**config.mk**
```make
export PLATFORM = sky130hd
export DESIGN_NAME = if_id_buf
export DESIGN_NICKNAME = d
export VERILOG_FILES = /design/src/rtl/if_id_buf.sv
export SDC_FILE = /design/constraint.sdc
export NUM_CORES = 1
export LEC_CHECK = 0
export BUFFER_PORTS_ARGS = -buffer_cell sky130_fd_sc_hd__buf_2
export CORE_MARGIN = 1.5
export CORE_UTILIZATION = 45
export DETAILED_ROUTE_END_ITERATION = 12
export GPL_TIMING_DRIVEN = 0
export PLACE_DENSITY = 0.73
export SETUP_SLACK_MARGIN = 0.3
export SYNTH_ARGS = -nofsm -noshare
export SYNTH_HDL_FRONTEND = slang
export SYNTH_SLANG_ARGS = --single-unit
export TNS_END_PERCENT = 50
```
**constraint.sdc**
```tcl
create_clock -name clk -period 7.01 [get_ports clk]
set_input_delay 1.402 -clock clk [delete_from_list [all_inputs] [get_ports clk]]
set_output_delay 1.402 -clock clk [all_outputs]
set_load 0.005 [all_outputs]
```
**src/rtl/if_id_buf.sv**
```systemverilog
// Fetch-to-decode decoupling FIFO with valid/ready on both sides.
// Hold freezes the decode side; flush discards every buffered pair.
module if_id_buf #(
  parameter int unsigned         DATA_W   = 32,
  parameter int unsigned         DEPTH    = 2,
  parameter logic [DATA_W-1:0]   NOP_INST = 'h13
) (
  input  logic                       clk,
  input  logic                       rst_n,
  input  logic                       ifu_valid_i,
  input  logic [DATA_W-1:0]          ifu_pc_i,
  input  logic [DATA_W-1:0]          ifu_inst_i,
  output logic                       ifu_ready_o,
  output logic                       id_valid_o,
  output logic [DATA_W-1:0]          id_pc_o,
  output logic [DATA_W-1:0]          id_inst_o,
  input  logic                       id_ready_i,
  input  logic                       hold_i,
  input  logic                       flush_i,
  output logic [$clog2(DEPTH):0]     count_o
);

  localparam int unsigned AW = $clog2(DEPTH);
  localparam int unsigned CW = AW + 1;
  localparam logic [CW-1:0] FULL = CW'(DEPTH);

  typedef struct packed {
    logic [DATA_W-1:0] pc;
    logic [DATA_W-1:0] inst;
  } entry_t;

  entry_t        mem_q [DEPTH];
  logic [AW-1:0] wr_ptr_q, wr_ptr_d;
  logic [AW-1:0] rd_ptr_q, rd_ptr_d;
  logic [CW-1:0] count_q, count_d;

  logic push;
  logic pop;
  logic empty;

  assign empty = (count_q == '0);

  assign ifu_ready_o = (count_q != FULL) && !flush_i;
  assign id_valid_o  = !empty && !hold_i && !flush_i;

  // Empty buffer shows a canonical NOP, never stale storage
  assign id_pc_o   = empty ? '0       : mem_q[rd_ptr_q].pc;
  assign id_inst_o = empty ? NOP_INST : mem_q[rd_ptr_q].inst;

  assign count_o = count_q;

  assign push = ifu_valid_i && ifu_ready_o;
  assign pop  = id_valid_o && id_ready_i;

  always_comb begin
    wr_ptr_d = wr_ptr_q;
    rd_ptr_d = rd_ptr_q;
    count_d  = count_q;
    unique case (1'b1)
      flush_i: begin
        wr_ptr_d = '0;
        rd_ptr_d = '0;
        count_d  = '0;
      end
      default: begin
        if (push) wr_ptr_d = wr_ptr_q + AW'(1);
        if (pop)  rd_ptr_d = rd_ptr_q + AW'(1);
        unique case ({push, pop})
          2'b10:   count_d = count_q + CW'(1);
          2'b01:   count_d = count_q - CW'(1);
          default: count_d = count_q;
        endcase
      end
    endcase
  end

  always_ff @(posedge clk or negedge rst_n) begin
    if (!rst_n) begin
      wr_ptr_q <= '0;
      rd_ptr_q <= '0;
      count_q  <= '0;
    end else begin
      wr_ptr_q <= wr_ptr_d;
      rd_ptr_q <= rd_ptr_d;
      count_q  <= count_d;
    end
  end

  always_ff @(posedge clk) begin
    if (push) mem_q[wr_ptr_q] <= '{pc: ifu_pc_i, inst: ifu_inst_i};
  end

endmodule

```
==> results of run 1 <==
==> metrics by stage <==
stage	power [uW]	instance area (sq um)	std cells
after global placement	1080	5920	575
after detailed placement	1080	5990	580
after floorplan	1000	5060	298
after CTS	1900	6550	612
final	1880	6550	612
after global routing	1950	6550	612
==> worst max path at each step <==
stage                      from             to  slack, ps  depth (start not counted)
global placement    ifu_valid_i   mem_q[0][40]       -640                          3
CTS                  count_o[0]  id_inst_o[12]       3470                          5
global route         count_o[0]  id_inst_o[12]       3400                          5
finish               count_o[0]  id_inst_o[12]       3570                          5
detailed placement      flush_i     id_valid_o       3730                          3
floorplan           ifu_valid_i    mem_q[0][0]       1450                          2
==> cells by family after synthesis <==
group	Yosys count
muxes	64
AOI/OAI and AO/OA	12
DFF	132
buffers and inverters	15
and+or+nand+nor	75
==> state kept, by name, summed over array words and instances, names as in the netlist <==
signal,flops
mem_q,128
count_o,2
rd_ptr_q,1
wr_ptr_q,1
==> synth_stat cells, drive strengths merged <==
cell / count / area [sq um]
nor4: 1 / 6.26
nand2: 1 / 3.75
mux2i: 64 / 641
or3: 2 / 12.5
buf: 14 / 82.6
nor3: 1 / 5.00
o211ai: 1 / 7.51
a31oi: 1 / 6.26
and3b: 1 / 8.76
nor2b: 2 / 15.0
nor3b: 1 / 7.51
nor2: 63 / 239
o21ai: 6 / 30.0
edfxtp: 128 / 3840
a21oi: 4 / 20.0
dfrtp: 4 / 100
nand3: 1 / 5.00
inv: 1 / 3.75
nand2b: 1 / 6.26
and3: 1 / 6.26
==> per-layer routing <==
layer  vias to the layer above  track usage  part of all wire
met5                         -            0                 0
met4                         0       0.0893             0.025
li1                       1444            -                 -
met2                       109        0.280              0.50
met3                        18       0.0562             0.067
met1                      1409        0.192              0.40
==> power breakdown <==
group	internal, uW	switching, uW
logic	69.5	87.0
clock network	500	317
registers	900	7.78
total	1470	412
==> cell usage in the layout, fill, tap and decap left out <==
| cell | synthesis | routed |
|---|---|---|
| buf_2 | 9 | 146 |
| edfxtp_1 | 128 | 128 |
| mux2i_1 | 64 | 64 |
| nor2_1 | 62 | 62 |
| clkbuf_16 | 0 | 16 |
| buf_4 | 5 | 5 |
| o21ai_0 | 5 | 5 |
| clkinv_2 | 0 | 5 |
| a21oi_1 | 4 | 4 |
| dfrtp_1 | 4 | 4 |
| clkinv_4 | 0 | 3 |
| clkinvlp_4 | 0 | 3 |
| buf_6 | 0 | 3 |
| or3_1 | 2 | 2 |
| bufinv_16 | 0 | 2 |
| clkinv_1 | 0 | 2 |
| buf_8 | 0 | 2 |
| nor2_2 | 1 | 1 |
| nor2b_2 | 1 | 1 |
| nor3_1 | 1 | 1 |
| and3_4 | 0 | 1 |
| inv_1 | 1 | 1 |
| nor4_4 | 0 | 1 |
| nor2b_1 | 1 | 1 |
| nor3b_1 | 1 | 1 |
| nand2b_1 | 1 | 1 |
| nand3_1 | 1 | 1 |
| nand2_1 | 1 | 1 |
| a31oi_1 | 1 | 1 |
| o211ai_1 | 1 | 1 |
| and3b_1 | 1 | 1 |
| o21ai_1 | 1 | 1 |
| clkbuf_8 | 0 | 1 |
==> layout make-up <==
class                           instances  area, sq um  area share
Sequential cell                       132         3940       0.602
Multi-Input combinational cell        151         1040       0.159
Timing Repair Buffer                  142          749       0.114
Clock buffer                           17          414      0.0632
Tap cell                              140          175      0.0267
Clock inverter                         15          141      0.0216
Buffer                                 14         82.6      0.0126
Inverter                                1         3.75    0.000573
==> worst register-to-register path, cell delays in order (launching register included) <==
cell     delay (ps)
dfrtp_1         460
nor2b_2         240
nor2_1          140
and3_4          770
==> key figures, run 1 <==
Status
  • Status: complete, no violations

Placed design
  • Place WS: 3730 ps
  • PortBufs: 137
  • GPL Wtd Cong: 0.871
  • DP Wirelength: between 6000 and 7000 um

Clock tree
  • TritonCTS Buffers: 17
  • CTS H-tree depth: 4
  • # hold bufs at CTS: 0
  • CTS tree: yes
  • Worst-Skew Late Latency: ~520 ps
  • Post-CTS Setup Repair Bufs: 0
  • Clock root buffer: clkbuf_8
  • Worst-path clk slew: 60 ps
  • CTS resizes: 0
  • Clk sinks: 132
  • Max Buffers Root-to-Sink: 2

Setup path
  • WP buf/inv: 3
  • FF-to-FF path depth: 3
  • R2r setup slk: 4930 ps
  • Worst path slowest cell: nor2_2
  • Max incr delay on CP: 430 ps
  • Worst setup SP type: flip-flop
  • Crit path cell chain: buf_2, nor2_2, buf_2, nor2_1, buf_2
  • CP Capture Type: output port
  • Worst-path fanout max: 10
  • Critical Setup Path Class: flip-flop to output port
  • WP data required: 5610 ps
  • Reg2Reg Launch Point: count_o[1]
  • Cell repeated most along the worst path: buf_2
  • CP top delay family: buffers and inverters
  • Reg-to-reg endpoint: mem_q[1][4]
  • Arr. time, crit path: 2040 ps

Die
  • Die height: between 100 and 150 um
  • Number of I/O pins: between 100 and 150
  • Die Width: 109 um
  • Core Area: 10900 sq um
  • Rows: 38
  • Die ar.: 11900 sq um
  • Starting density of the core: 0.464

Logic synthesis
  • Syn Area/Cell: 16.9 sq um
  • #FFs+latches synth: ~130
  • Complex-gate fraction of the synthesized area: 0.0126
  • Mapped Area: 5050 sq um
  • Post-Syn Instances: 298
  • YS warnings: 0
  • Adder-cell share of the synthesized area: 0
  • Mux cell area share after synthesis: 0.127
  • XOR/XNOR share of the synthesized area: 0
  • Mapped Nets: 368
  • Seq/Total Area, Yosys: 0.781
  • Simple-gate share of the synthesized area: 0.0624
  • Largest family of logic cells by synthesized area: multiplexers
  • Synth cell types: 24

STA
  • RSZ-0062 raised after global routing: no
  • Finish-stage setup viols: 0
  • Fin Setup TNS: 0 ps
  • Worst hold slack: 579 ps
  • Clock skew: between 5 and 6 ps
  • Relative slew slack: 0.393
  • Final hold vios: 0
  • Max Freq: 291 MHz
  • Fin worst setup slack: 3570 ps
  • Final Critical Period: 3440 ps
  • Slew Limit Fails: 0
  • Slew @ Worst Pin: between 900 and 1000 ps
  • Tcrit/Tclk final: 0.490

Pwr
  • Max VDD drop: 258 uV
  • Leak Pwr: 0.00250 uW
  • Pwr Density: 287 nW/um^2

Drt
  • Vias per cell: approximately 4.9
  • DRC: 0
  • 1st-iter DRT viols: 124
  • Drt wl/cell: ~16 um
  • Pre-antenna DRT Iters: 4
  • Antenna viol nets, final: 0
  • Final WL: roughly 9500 um
  • Vias: 2980

Worst hold path
  • Hold endpoint: rd_ptr_q
  • Worst Hold Class: flip-flop to flip-flop
  • Worst hold start: rd_ptr_q
  • WHS Path Cells: 2

Layout
  • Final Util: 0.602
  • P&R area growth vs syn: 29.7%
  • Final net count: 529
  • Share of cells above drive strength 1: 0.403
  • # diodes: 0
  • Filler instances: 853

GRT
  • Largest net degree at the start of global routing: 65
  • Vias in the first global route: between 3000 and 4000
  • Initial antenna violation count: 0
  • First-pass GRT wire length: 14700 um
  • Global route overflow: 0
  • GRT Total Usage: 0.168

Run
  • Max-cap viol count: 0
Note: power is estimated with default switching activity, not from simulation.
==> run 2, diff against run 1 <==
Clock period 7.01 ns to 2.95 ns, I/O delays scaled along.
==> key figures, run 2 (synthesis gave the netlist of run 1 again) <==
STA
  • Tcrit/Tclk final: 0.839
  • Relative slew slack: 0.409 (+0.0159)
  • Slew Limit Fails: 0 (unchanged)
  • Max Freq: a little over 400 MHz
  • Final Critical Period: ~2500 ps
  • Finish-stage setup viols: 0 (unchanged)
  • Worst hold slack: 271 ps (-307 ps)
  • Final hold vios: 0 (unchanged)
  • Fin worst setup slack: 476 ps (-3100 ps)
  • Fin Setup TNS: 0 ps (unchanged)
  • Clock skew: 4.09 ps (-1.52 ps)
  • Slew @ Worst Pin: 886 ps (-23.8 ps)
  • RSZ-0062 raised after global routing: no

Pwr
  • Leak Pwr: 0.00253 uW (+1.3%)
  • Pint: 3670 uW (+150%)
  • Logic pwr share: 0.081 (-0.002)
  • Pwr Total: 4650 uW (+150%)
  • Net Switching: 976 uW (+140%)
  • Max VDD drop: 357 uV (+38%)
  • Register share of total power: 0.464 (-0.018)
  • Sw frac: 0.210 (-0.00894)
  • Clock power share: 0.455 (+0.021)
  • Pwr Density: 702 nW/um^2 (+140%)

Layout
  • Max reg flops: 128 (unchanged)
  • Share of cells above drive strength 1: 0.402 (-0.000851)
  • Design area: 6620 sq um (+1.0%)
  • Most flop-heavy register: mem_q
  • # diodes: 0 (unchanged)
  • Filler instances: 859 (+0.70%)
  • Final net count: 530 (+0.19%)
  • Most frequent cells in the layout: buf_2 (146), edfxtp_1 (128), mux2i_1 (64)
  • P&R area growth vs syn: 31.0%
  • Commonest non-fill, non-tap cell in the layout: buf_2

GRT
  • Global route overflow: 0 (unchanged)
  • Vias in the first global route: 3032 (+0.40%)
  • GRT Total Usage: 0.168 (-0.000304)
  • Largest net degree at the start of global routing: 65 (unchanged)
  • Global-route track usage on met2: 0.273 (-0.00714)
  • Met1 GRT Util: 0.199 (+0.00671)
  • Initial antenna violation count: 1 (+1)
  • Met3 usage: 0.0592 (+0.00299)
  • Most Crowded Layer GR: met2
  • First-pass GRT wire length: 14600 um (-0.47%)

Placed design
  • PortBufs: 137 (unchanged)
  • DP Wirelength: 6210 um (-1.9%)
  • GPL Wtd Cong: 0.830 (-4.7%)
  • Place WS: 716 ps (-3010 ps)
  • Placed instance area: 6000 sq um (about the same)

Clock tree
  • CTS H-tree depth: 4 (unchanged)
  • Worst-Skew Late Latency: 500 ps (-20 ps)
  • CTS tree: yes
  • Worst-path clk slew: 60 ps (about the same)
  • Clock root buffer: clkbuf_8
  • Clk sinks: 132 (unchanged)
  • Post-CTS Setup Repair Bufs: 0 (unchanged)
  • Max Buffers Root-to-Sink: 2 (unchanged)
  • TritonCTS Buffers: 17 (unchanged)

Setup path
  • Max incr delay on CP: 380 ps (-50 ps)
  • WP data required: 2360 ps (-3250 ps)
  • Critical Setup Path Class: flip-flop to output port
  • FF-to-FF path depth: 3 (unchanged)
  • Worst-path fanout max: 10 (unchanged)
  • Crit path cell chain: buf_2, nor2_4, buf_2, nor2_1, buf_2
  • Worst path slowest cell: dfrtp_1
  • Worst setup SP type: flip-flop
  • Cell repeated most along the worst path: buf_2
  • CP Capture Type: output port
  • Arr. time, crit path: 1880 ps (-160 ps)

Die
  • Number of I/O pins: 138 (unchanged)
  • Die ar.: 11900 sq um (unchanged)
  • Rows: 38 (unchanged)
  • Die Width: 109 um (unchanged)
  • Core Area: 10900 sq um (unchanged)
  • Starting density of the core: 0.464 (unchanged)
  • Die height: 109 um (unchanged)

Drt
  • Pre-antenna DRT Iters: 4 (unchanged)
  • DRC: 0 (unchanged)
  • Vias per cell: 4.81 (-1.1%)
  • Drt wl/cell: 15.2 um (-2.2%)
  • Vias: 2951 (-0.97%)
  • Final WL: 9320 um (-2.1%)
  • Antenna viol nets, final: 0 (unchanged)
  • 1st-iter DRT viols: 180 (+45%)

Worst hold path
  • Worst Hold Class: input pin to flip-flop
  • WHS Path Cells: 1 (-1)

Status
  • Status: complete, no violations

Run
  • Max-cap viol count: 0 (unchanged)
==> run 2: cell types whose count changed in the layout (fill, tap and decap cells not counted), sizes merged <==
cell         change
clkbuf           +1
clkinvlp         -1
inv              +1
dlygate4sd3      +1
bufinv           +2
clkinv           -3
==> run 2: path summary, 6_finish.rpt <==
check / startpoint / end / slack (ps)
worst max-delay path: count_o[0] / id_inst_o[30] / 480
worst min-delay path: ifu_inst_i[9] / mem_q[0][9] / 270
worst max register to register: count_o[1] / mem_q[1][49] / 850
worst min register to register: rd_ptr_q / rd_ptr_q / 580
max in group asynchronous: rst_n / rd_ptr_q / 2410
min in group asynchronous: rst_n / count_o[0] / 420
==> run 2: power by group through the flow <==
stage          registers [uW]  logic, uW  clock network, uW
6_report                 2160        376               2120
5_1_grt                  2160        422               2240
4_1_cts                  2160        384               2150
3_5_place_dp             2190        379                  0
3_3_place_gp             2200        357                  0
2_1_floorplan            2190        186                  0
==> run 2: layout make-up <==
type | instances | area, sq um | share of cell area
sequential | 132 | 3940 | 0.596
multi-input combinational | 151 | 1040 | 0.158
timing repair buffer | 143 | 763 | 0.115
clock buffer | 18 | 418 | 0.0632
clock inverter | 14 | 185 | 0.0280
tap | 140 | 175 | 0.0265
buffer | 14 | 82.6 | 0.0125
inverter | 1 | 3.75 | 0.000567
==> run 2: through the flow <==
step	utilization	std cells
global route	0.608	613
CTS	0.608	613
floorplan	-	298
detailed placement	0.551	580
global placement	0.544	575
finish	0.608	613
==> run 2: metal layers <==
metal / vias to the layer above / wire [um] / share of wire
met5: - / 13 / 0.0014
met4: 2 / 52 / 0.0056
met3: 8 / 638 / 0.068
met2: 97 / 4680 / 0.50
met1: 1400 / 3940 / 0.42
li1: 1444 / - / -
==> run 2: timing repair <==
| action | in CTS | in global routing |
|---|---|---|
| setup endpoints to repair | 60 | 0 |
| gates resized for setup | 1 | 0 |
| hold endpoints to repair | 4 | 0 |
| hold buffers | 1 | 0 |
==> run 2: worst max-delay path: cells and delay by family (launching register included) <==
family                 cells  cell delay [ps]
DFF                        1              380
and+or+nand+nor            2              370
buffers and inverters      3              620
